File: src/rtl/prog_clock_divider_if.sv
// Control and status bundle for prog_clock_divider: per-channel enables,
// phase sync, divisor write port and the divided outputs.
interface prog_clock_divider_if #(
  parameter int CHANNELS = 4,
  parameter int WIDTH    = 32,
  parameter int SELW     = 4
);
  logic [CHANNELS-1:0] en;
  logic                sync;
  logic                div_load;
  logic [SELW-1:0]     div_sel;
  logic [WIDTH-1:0]    div_value;
  logic [CHANNELS-1:0] clk_out;
  logic [CHANNELS-1:0] tick;
  logic [CHANNELS-1:0] pending;

  modport master (
    output en, sync, div_load, div_sel, div_value,
    input  clk_out, tick, pending
  );

  modport slave (
    input  en, sync, div_load, div_sel, div_value,
    output clk_out, tick, pending
  );
endinterface

File: src/rtl/prog_clock_divider.sv
// Multi-channel runtime-programmable clock divider: per-channel 50% duty
// square waves plus rising-edge tick strobes, divisors reloaded at half-period boundaries.
module prog_clock_divider #(
  parameter int          CHANNELS    = 4,
  parameter int          WIDTH       = 32,
  parameter int unsigned DEFAULT_DIV = 32'd50000000,
  parameter int          SELW        = 4
) (
  input  logic                 clk,
  input  logic                 reset,
  prog_clock_divider_if.slave  bus
);

  localparam logic [WIDTH-1:0] RST_HALF = WIDTH'(DEFAULT_DIV);

  logic [CHANNELS-1:0] w_clk_out;
  logic [CHANNELS-1:0] w_tick;
  logic [CHANNELS-1:0] w_pending;

  for (genvar i = 0; i < CHANNELS; i++) begin : g_ch
    localparam logic [SELW-1:0] CH_IDX = SELW'(i);

    logic [WIDTH-1:0] r_cnt;
    logic [WIDTH-1:0] r_half;
    logic [WIDTH-1:0] r_nxt;
    logic             r_clk;
    logic             r_tick;
    logic             r_pending;
    logic             w_bnd;
    logic             w_load;
    logic [WIDTH-1:0] w_val;

    // Boundary detect and divisor write decode; a zero divisor is stored as 1.
    always_comb begin
      w_bnd  = 1'b0;
      w_load = 1'b0;
      w_val  = bus.div_value;
      if (r_cnt == (r_half - WIDTH'(1))) begin
        w_bnd = 1'b1;
      end else begin
        w_bnd = 1'b0;
      end
      if (bus.div_load && (bus.div_sel == CH_IDX)) begin
        w_load = 1'b1;
      end else begin
        w_load = 1'b0;
      end
      if (bus.div_value == {WIDTH{1'b0}}) begin
        w_val = WIDTH'(1);
      end else begin
        w_val = bus.div_value;
      end
    end

    // Channel counter, output phase, tick strobe and divisor staging.
    always_ff @(posedge clk or negedge reset) begin
      if (!reset) begin
        r_cnt     <= {WIDTH{1'b0}};
        r_half    <= RST_HALF;
        r_nxt     <= RST_HALF;
        r_clk     <= 1'b0;
        r_tick    <= 1'b0;
        r_pending <= 1'b0;
      end else if (bus.sync) begin
        // Sync realigns phase and applies any staged divisor, even one written now.
        r_cnt     <= {WIDTH{1'b0}};
        r_clk     <= 1'b0;
        r_tick    <= 1'b0;
        r_pending <= 1'b0;
        if (w_load) begin
          r_half <= w_val;
          r_nxt  <= w_val;
        end else if (r_pending) begin
          r_half <= r_nxt;
        end
      end else begin
        r_tick <= 1'b0;
        if (bus.en[i]) begin
          if (w_bnd) begin
            r_cnt  <= {WIDTH{1'b0}};
            r_clk  <= ~r_clk;
            r_tick <= ~r_clk;
            if (r_pending) begin
              r_half <= r_nxt;
            end
          end else begin
            r_cnt <= r_cnt + WIDTH'(1);
          end
        end
        // A write landing on a boundary stays staged for the following boundary.
        if (w_load) begin
          r_nxt     <= w_val;
          r_pending <= 1'b1;
        end else if (bus.en[i] && w_bnd && r_pending) begin
          r_pending <= 1'b0;
        end
      end
    end

    assign w_clk_out[i] = r_clk;
    assign w_tick[i]    = r_tick;
    assign w_pending[i] = r_pending;
  end

  assign bus.clk_out = w_clk_out;
  assign bus.tick    = w_tick;
  assign bus.pending = w_pending;

endmodule

File: src/flat_wrapper.sv
// flat-port wrapper written by rule: the top's interface ports become plain ports
module prog_clock_divider_flat 
#(
  parameter int          CHANNELS    = 4,
  parameter int          WIDTH       = 32,
  parameter int unsigned DEFAULT_DIV = 32'd50000000,
  parameter int          SELW        = 4
)
  (clk, reset, bus_en, bus_sync, bus_div_load, bus_div_sel, bus_div_value, bus_clk_out, bus_tick, bus_pending);
  prog_clock_divider_if #(.CHANNELS(CHANNELS), .WIDTH(WIDTH), .SELW(SELW)) bus_i ();
  input  logic clk;
  input  logic reset;
  input wire logic [$bits(bus_i.en)-1:0] bus_en;
  input wire logic [$bits(bus_i.sync)-1:0] bus_sync;
  input wire logic [$bits(bus_i.div_load)-1:0] bus_div_load;
  input wire logic [$bits(bus_i.div_sel)-1:0] bus_div_sel;
  input wire logic [$bits(bus_i.div_value)-1:0] bus_div_value;
  output wire logic [$bits(bus_i.clk_out)-1:0] bus_clk_out;
  output wire logic [$bits(bus_i.tick)-1:0] bus_tick;
  output wire logic [$bits(bus_i.pending)-1:0] bus_pending;
  assign bus_i.en = bus_en;
  assign bus_i.sync = bus_sync;
  assign bus_i.div_load = bus_div_load;
  assign bus_i.div_sel = bus_div_sel;
  assign bus_i.div_value = bus_div_value;
  assign bus_clk_out = bus_i.clk_out;
  assign bus_tick = bus_i.tick;
  assign bus_pending = bus_i.pending;
  prog_clock_divider #(.CHANNELS(CHANNELS), .WIDTH(WIDTH), .DEFAULT_DIV(DEFAULT_DIV), .SELW(SELW)) u_core (.clk(clk), .reset(reset), .bus(bus_i));
endmodule
File: config.mk
export PLATFORM = sky130hd
export DESIGN_NAME = prog_clock_divider_flat
export DESIGN_NICKNAME = d
export VERILOG_FILES = /design/src/rtl/prog_clock_divider_if.sv /design/src/rtl/prog_clock_divider.sv /design/src/flat_wrapper.sv
export SDC_FILE = /design/constraint.sdc
export NUM_CORES = 1
export LEC_CHECK = 0
export BUFFER_PORTS_ARGS = -buffer_cell sky130_fd_sc_hd__buf_2
export CORE_AREA = 2 2 244 246
export DETAILED_ROUTE_END_ITERATION = 6
export DIE_AREA = 0 0 246 248
export GPL_TIMING_DRIVEN = 0
export PLACE_DENSITY = 0.65
export SLEW_MARGIN = 10
export SYNTH_ARGS = -nofsm -noshare
export SYNTH_HDL_FRONTEND = slang
export SYNTH_SLANG_ARGS = --single-unit
File: constraint.sdc
create_clock -name clk -period 3.9 [get_ports clk]
set_input_delay 0.195 -clock clk [delete_from_list [all_inputs] [get_ports clk]]
set_output_delay 0.195 -clock clk [all_outputs]
set_load 0.03 [all_outputs]
# ---- After elaboration in Yosys (flattened, before gate mapping)
# Cells that the tools add are included.
dict set report totals {
  output_inout_bits 12
  elab_cells 150
  ram_bits 0
  latch_bits 0
  rom_bits 0
  input_bits 44
  reg_bits 396
  memories 0
}
dict set report classes {
  bitwise_logic 4
  eq_ne 7
  multipliers 0
  reduce_logical 30
  div_mod_pow 0
  n_addsub 8
  n_mux 77
  n_shift 0
  magnitude_cmp 0
}
# op count
set ops {}
lappend ops {{$mux 32} 33}
lappend ops {{$add 32x1->32 const B} 4}
lappend ops {{$eq 32x32->1} 4}
lappend ops {{$sub 32x1->32 const B} 4}
lappend ops {{$mux 1} 44}
lappend ops {{$logic_not 32->1} 1}
lappend ops {{$reduce_bool 2->1} 8}
lappend ops {{$logic_and 1x1->1} 12}
lappend ops {{$reduce_bool 3->1} 4}
lappend ops {{$eq 4x2->1 const B} 2}
lappend ops {{$reduce_and 2->1} 4}
lappend ops {{$eq 4x1->1 const B} 1}
lappend ops {{$logic_not 4->1} 1}
lappend ops {{$not 1->1} 4}

# ---- Logic depth before layout (Yosys ltp)
dict set report logic_depth {
  ltp_word 8
  ltp_mapped 14
  ltp_nobuf 11
}

# ---- Least setup slack after synthesis
# OpenSTA, ideal clock, no wires.
dict set report synth_path {
  path_kind {register to register}
  from {reg u_core.g_ch[2].r_half[18]}
  to {reg u_core.g_ch[2].r_half[10]}
  arrival_ns 3.388
  required_ns 3.772
  path_slack_ns 0.384
  stages_incl_launch_ff 13
  synth_period_minus_slack_ns 3.516
  setup_time_ns 0.128
  cell_sequence {dfrtp_1 -> or4_1 -> buf_2 -> or3_1 -> buf_2 -> or3_1 -> or3_1 -> o21ai_2 -> nand4_2 -> or4_4 -> nand2_4 -> buf_8 -> o22ai_2}
}
dict set report synth_via {
  elab_chain_len 5
}
# element line_no
set synth_rtl {}
lappend synth_rtl {{start, declared} prog_clock_divider.sv:24} ;# logic [WIDTH-1:0] r_half;
lappend synth_rtl {{start signal, assigned} prog_clock_divider.sv:71} ;# r_half <= w_val;
lappend synth_rtl {{start signal, assigned} prog_clock_divider.sv:74} ;# r_half <= r_nxt;
lappend synth_rtl {{start signal, assigned} prog_clock_divider.sv:84} ;# r_half <= r_nxt;
lappend synth_rtl {{$sub 32x1->32} prog_clock_divider.sv:38} ;# if (r_cnt == (r_half - WIDTH'(1))) begin
lappend synth_rtl {{$eq 32x32->1} prog_clock_divider.sv:38}
lappend synth_rtl {{$mux 1} prog_clock_divider.sv:38}
lappend synth_rtl {{$reduce_bool 2->1 (no line)} n/a}
lappend synth_rtl {{$reduce_and 2->1 (no line)} n/a}
# Every way passes these cells.
# A chain may end at the register's enable or synchronous reset.

# ---- Final worst setup path
dict set report layout_path {
  from {reg u_core.g_ch[0].r_half[16]}
  to {reg u_core.g_ch[0].r_tick}
}
dict set report layout_via {
  elab_chain_len 6
}
# element line_no
set layout_rtl {}
lappend layout_rtl {{start, declared} prog_clock_divider.sv:24}
lappend layout_rtl {{start signal, assigned} prog_clock_divider.sv:71}
lappend layout_rtl {{start signal, assigned} prog_clock_divider.sv:74}
lappend layout_rtl {{start signal, assigned} prog_clock_divider.sv:84}
lappend layout_rtl {{$sub 32x1->32} prog_clock_divider.sv:38}
lappend layout_rtl {{$eq 32x32->1} prog_clock_divider.sv:38}
lappend layout_rtl {{$mux 1} prog_clock_divider.sv:38}
lappend layout_rtl {{$mux 1} prog_clock_divider.sv:79} ;# if (w_bnd) begin
lappend layout_rtl {{$mux 1} prog_clock_divider.sv:78} ;# if (bus.en[i]) begin
lappend layout_rtl {{$mux 1} prog_clock_divider.sv:64} ;# end else if (bus.sync) begin
lappend layout_rtl {{end signal, assigned} prog_clock_divider.sv:82} ;# r_tick <= ~r_clk;
lappend layout_rtl {{end, declared} prog_clock_divider.sv:27} ;# logic r_tick;
# Every way passes these cells.

==> summary by stage <==
Status
The flow ran to the end, and the final reports show no timing, DRC or antenna violations.

Routing
The initial detailed-routing violation count is 2465. The per-cell routed wire length is 21.7 µm. The first TritonRoute pass finished after 6 iterations. The number of nets still failing antenna checks after routing is 0. Using the TritonRoute via totals, the vias-per-cell ratio works out to 6.31. Summed over all layers, the routed wires come to 85000 µm.

The number of vias in the routed layout is 24700. In the routed design, unresolved DRC markers number 0.

Timing
Setup violations remaining at the end of the flow were counted as 0. The slew at the pin closest to its max-slew limit is 1.24 ns. In the finished design, the share of the clock period the worst path needs comes to 0.970. For the finished layout, the period the worst path requires is 3.78 ns.

Setup repair after global routing could not meet its margin everywhere. The max-slew violation count is 0. The clock arrives with 0.0173 ns of skew.

The remaining max-slew budget at the tightest pin is 0.176. The worst hold slack across all endpoints is 0.0275 ns. The final-layout setup total negative slack is 0 ns. The number of failing hold endpoints at the final stage was 0. The worst setup margin is 0.115 ns.

The achievable clock frequency is 0.264 GHz.

Yosys
The commonest cells after synthesis are 364 x sky130_fd_sc_hd__nand2_1, 300 x sky130_fd_sc_hd__dfrtp_1, 246 x sky130_fd_sc_hd__nor2_1. Synthesis handed over a netlist of 2993 instances. The number of warnings reported in the yosys synthesis log is 0. The share of synthesized registers carrying an async set or reset is 1.00. The top cell type by total area after synthesis is sky130_fd_sc_hd__dfrtp_1. The average cell area after synthesis is 8.69 µm². Yosys mapped a number of flops with a built-in enable equal to 0. Counting every net in the synthesized netlist gives 3045. Of the post-synthesis cell area, the dominant cell type holds 0.289. Of the synthesized area, sequential elements account for 0.386. Yosys instantiated no cell more often than sky130_fd_sc_hd__nand2_1. In this run, distinct cell masters in the synthesized netlist total 96.

The most used flip-flop cell after synthesis is sky130_fd_sc_hd__dfrtp_1. After synthesis the netlist holds a flip-flop and latch count of 396. The summed instance area of the synthesized netlist is 0.0260 mm². Sorting the synthesized cells by area gives the leading types as sky130_fd_sc_hd__dfrtp_1 29%, sky130_fd_sc_hd__dfstp_2 9.7%, sky130_fd_sc_hd__nand2_1 5.3%, sky130_fd_sc_hd__a21oi_1 4.6%, sky130_fd_sc_hd__mux2_2 4.3%.

Floorplanning
The die footprint is 0.0610 mm². The number of ports placed on the die boundary is 56. The starting density of the core is 0.445. The die is 246 µm wide. The floorplan has 89 rows. The floorplan step set the die height to 248 µm. The placeable core area is 0.0585 mm².

Placed design
The placed instances occupy a cell area of 0.0272 mm². Routability-driven placement finished with a final weighted congestion of 0.914. The number of buffer cells added on primary ports is 22.

The sum of net half-perimeters after detailed placement is 60000 µm. The worst slack after detailed placement is -0.805 ns.

Clocking
The total clock sinks is 396. The clock passes through at most 3 buffers. The H-tree generated during clock tree synthesis spans 2 levels.

The TritonCTS clock tree is done. The total CTS buffers is 48. After clock tree synthesis, the clock-pin slew on the worst setup and hold paths is 0.06 ns. The clock root buffer master is sky130_fd_sc_hd__clkbuf_16. The later pin in the worst-skew pair is clocked with a latency of 0.60 ns.

Worst hold path
The capture endpoint of the worst hold path is u_core.g_ch[1].r_nxt[22]. The source of the worst hold timing path is bus_div_value[22]. In this run the worst hold path is classified as in -> reg. The cell depth of the worst hold path is 3.

Pwr
For this design the ratio of total power to cell area is 388 mW/mm². The leakage component of the power is 11.9 nW. Across the VDD grid, the largest voltage drop is 0.372 mV.

Setup path
The setup path with the least slack is of type reg -> reg. The worst setup path is captured at a register. The largest fanout on the critical path is 10. The destination of the worst register-to-register timing path is u_core.g_ch[0].r_tick.

The required time at the endpoint of the critical path is 4.38 ns. The critical path launch point type is a register. The startpoint identified for the worst register-to-register timing path is u_core.g_ch[0].r_half[16]. The data arrival time of the worst path is 4.26 ns. For flop-to-flop paths, the worst setup slack is 0.12 ns.

The worst register-to-register path has a depth of 9.

Final layout
Summing all non-filler instances in the final layout gives an area of 0.0295 mm². Compared with the post-synthesis result, the final layout area differs by 13.3%. Measured on the finished design, the core utilization comes to 0.504. The net count of the finished layout is 3157. The count of filler cells inserted in the layout is 5600. In the final layout, the share of cells above drive strength 1 is 0.166.

Global routing
Entering global routing, the biggest net connects 109 pins. Summed over all layers, the global routing overflow is 0. The number of global-route vias before repair was 23700. The first global-routing pass estimated 133000 µm of wire.

The total track usage is 0.276. The number of antenna violations at the first check in global routing is 8.

Job
The max capacitance violation total is 0.
==> cells in the final DEF, fill, tap and decap left out, types with 17 or more instances in the layout <==
cell type                       instances
sky130_fd_sc_hd__buf_1                 17
sky130_fd_sc_hd__nor4_1                60
sky130_fd_sc_hd__nand4_1               52
sky130_fd_sc_hd__xnor2_1              101
sky130_fd_sc_hd__buf_2                 42
sky130_fd_sc_hd__clkbuf_1             157
sky130_fd_sc_hd__a31oi_1               58
sky130_fd_sc_hd__o22ai_2               29
sky130_fd_sc_hd__nor2_1               245
sky130_fd_sc_hd__nand3_1               93
sky130_fd_sc_hd__o22ai_1               69
sky130_fd_sc_hd__nor2b_1               18
sky130_fd_sc_hd__or3_1                 31
sky130_fd_sc_hd__clkbuf_2              19
sky130_fd_sc_hd__or4_1                 20
sky130_fd_sc_hd__a21oi_1              238
sky130_fd_sc_hd__and3_1                74
sky130_fd_sc_hd__o21ai_0               95
sky130_fd_sc_hd__inv_1                 95
sky130_fd_sc_hd__xor2_1                89
sky130_fd_sc_hd__a41oi_1               39
sky130_fd_sc_hd__nor3_1                58
sky130_fd_sc_hd__a32oi_1               35
sky130_fd_sc_hd__buf_4                 38
sky130_fd_sc_hd__dlygate4sd3_1         32
sky130_fd_sc_hd__clkbuf_16             49
sky130_fd_sc_hd__mux2_2               100
sky130_fd_sc_hd__a32o_1                32
sky130_fd_sc_hd__o311ai_0              21
sky130_fd_sc_hd__nand2_1              362
sky130_fd_sc_hd__dfrtp_1              299
sky130_fd_sc_hd__dfstp_2               96
==> timing repair <==
| action | CTS | global route |
|---|---|---|
| buffers inserted | 8 | 11 |
| hold endpoints to repair | 170 | 0 |
| resized for setup | 32 | 64 |
| hold buffers | 24 | 0 |
| pin swaps | 6 | 8 |
| endpoints found under the setup margin | 199 | 228 |
==> worst max-delay path, cell delays in order (launching register included) <==
cell and delay, ns:
sky130_fd_sc_hd__dfrtp_1 0.47, sky130_fd_sc_hd__or4_1 0.57, sky130_fd_sc_hd__or3_1 0.42, sky130_fd_sc_hd__or4_1 0.49
sky130_fd_sc_hd__a31oi_1 0.17, sky130_fd_sc_hd__o31ai_1 0.15, sky130_fd_sc_hd__a221oi_4 0.54, sky130_fd_sc_hd__clkbuf_2 0.36
sky130_fd_sc_hd__nand3_1 0.22, sky130_fd_sc_hd__nor3_2 0.28
==> flip-flops by register name, indices dropped and copies added, names as in the netlist <==
| signal | count |
|---|---|
| u_core.g_ch.r_nxt | 128 |
| u_core.g_ch.r_clk | 4 |
| u_core.g_ch.r_tick | 4 |
| u_core.g_ch.r_half | 128 |
| u_core.g_ch.r_cnt | 128 |
| u_core.g_ch.r_pending | 4 |
==> worst max path at each step <==
| stage | from | endpoint | slack, ns | cells after the start |
|---|---|---|---|---|
| after detailed placement | u_core.g_ch[1].r_half[8] | u_core.g_ch[1].r_cnt[29] | -0.80 | 11 |
| after CTS | u_core.g_ch[1].r_half[0] | u_core.g_ch[1].r_cnt[2] | 0.02 | 14 |
| after global routing | u_core.g_ch[0].r_half[16] | u_core.g_ch[0].r_half[11] | -0.02 | 10 |
| after floorplan | u_core.g_ch[2].r_half[18] | u_core.g_ch[2].r_half[10] | 0.38 | 12 |
| final | u_core.g_ch[0].r_half[16] | u_core.g_ch[0].r_tick | 0.12 | 9 |
| after global placement | reset | u_core.g_ch[2].r_cnt[27] | -5.34 | 1 |
==> power breakdown <==
group	internal, mW	leakage (nW)	total (mW)	switching (mW)
logic	0.812	6.44	1.82	1.01
registers	4.69	4.74	5.21	0.513
clock network	2.55	0.737	4.40	1.85
total	8.05	11.9	11.4	3.37
==> layer usage <==
metal,part of all wire,vias to the layer above,global-route usage
li1,-,11100,-
met3,0.084,207,0.0569
met5,0.00054,-,0
met2,0.45,1115,0.432
met4,0.035,8,0.101
met1,0.43,12200,0.377
==> per-stage QoR <==
step | cells | power (mW)
6_report | 3918 | 11.4
2_1_floorplan | 2993 | 6.32
3_3_place_gp | 3788 | 6.84
3_5_place_dp | 3792 | 6.93
5_1_grt | 3915 | 11.9
4_1_cts | 3911 | 11.4
==> layout make-up <==
type	count	area [µm²]	area share
tap	773	967	0.0328
timing repair buffer	69	638	0.0217
multi-input combinational	2237	14400	0.489
antenna	3	7.51	0.000255
sequential	396	10000	0.340
clock inverter	10	81.3	0.00276
buffer	258	1570	0.0532
inverter	95	357	0.0121
clock buffer	77	1420	0.0482
==> cells by family (layout without fill, tap and decap cells) <==
kind of cell	Yosys count	after routing	synth area share
compound gates	761	761	0.199
xor+xnor	191	191	0.0649
fa+ha+maj	8	8	0.00385
buf+inv	360	509	0.0738
flops	396	396	0.386
mux	108	108	0.0464
other cells	0	3	0
simple gates	1169	1169	0.226
Power figures use the tool's default switching activity.
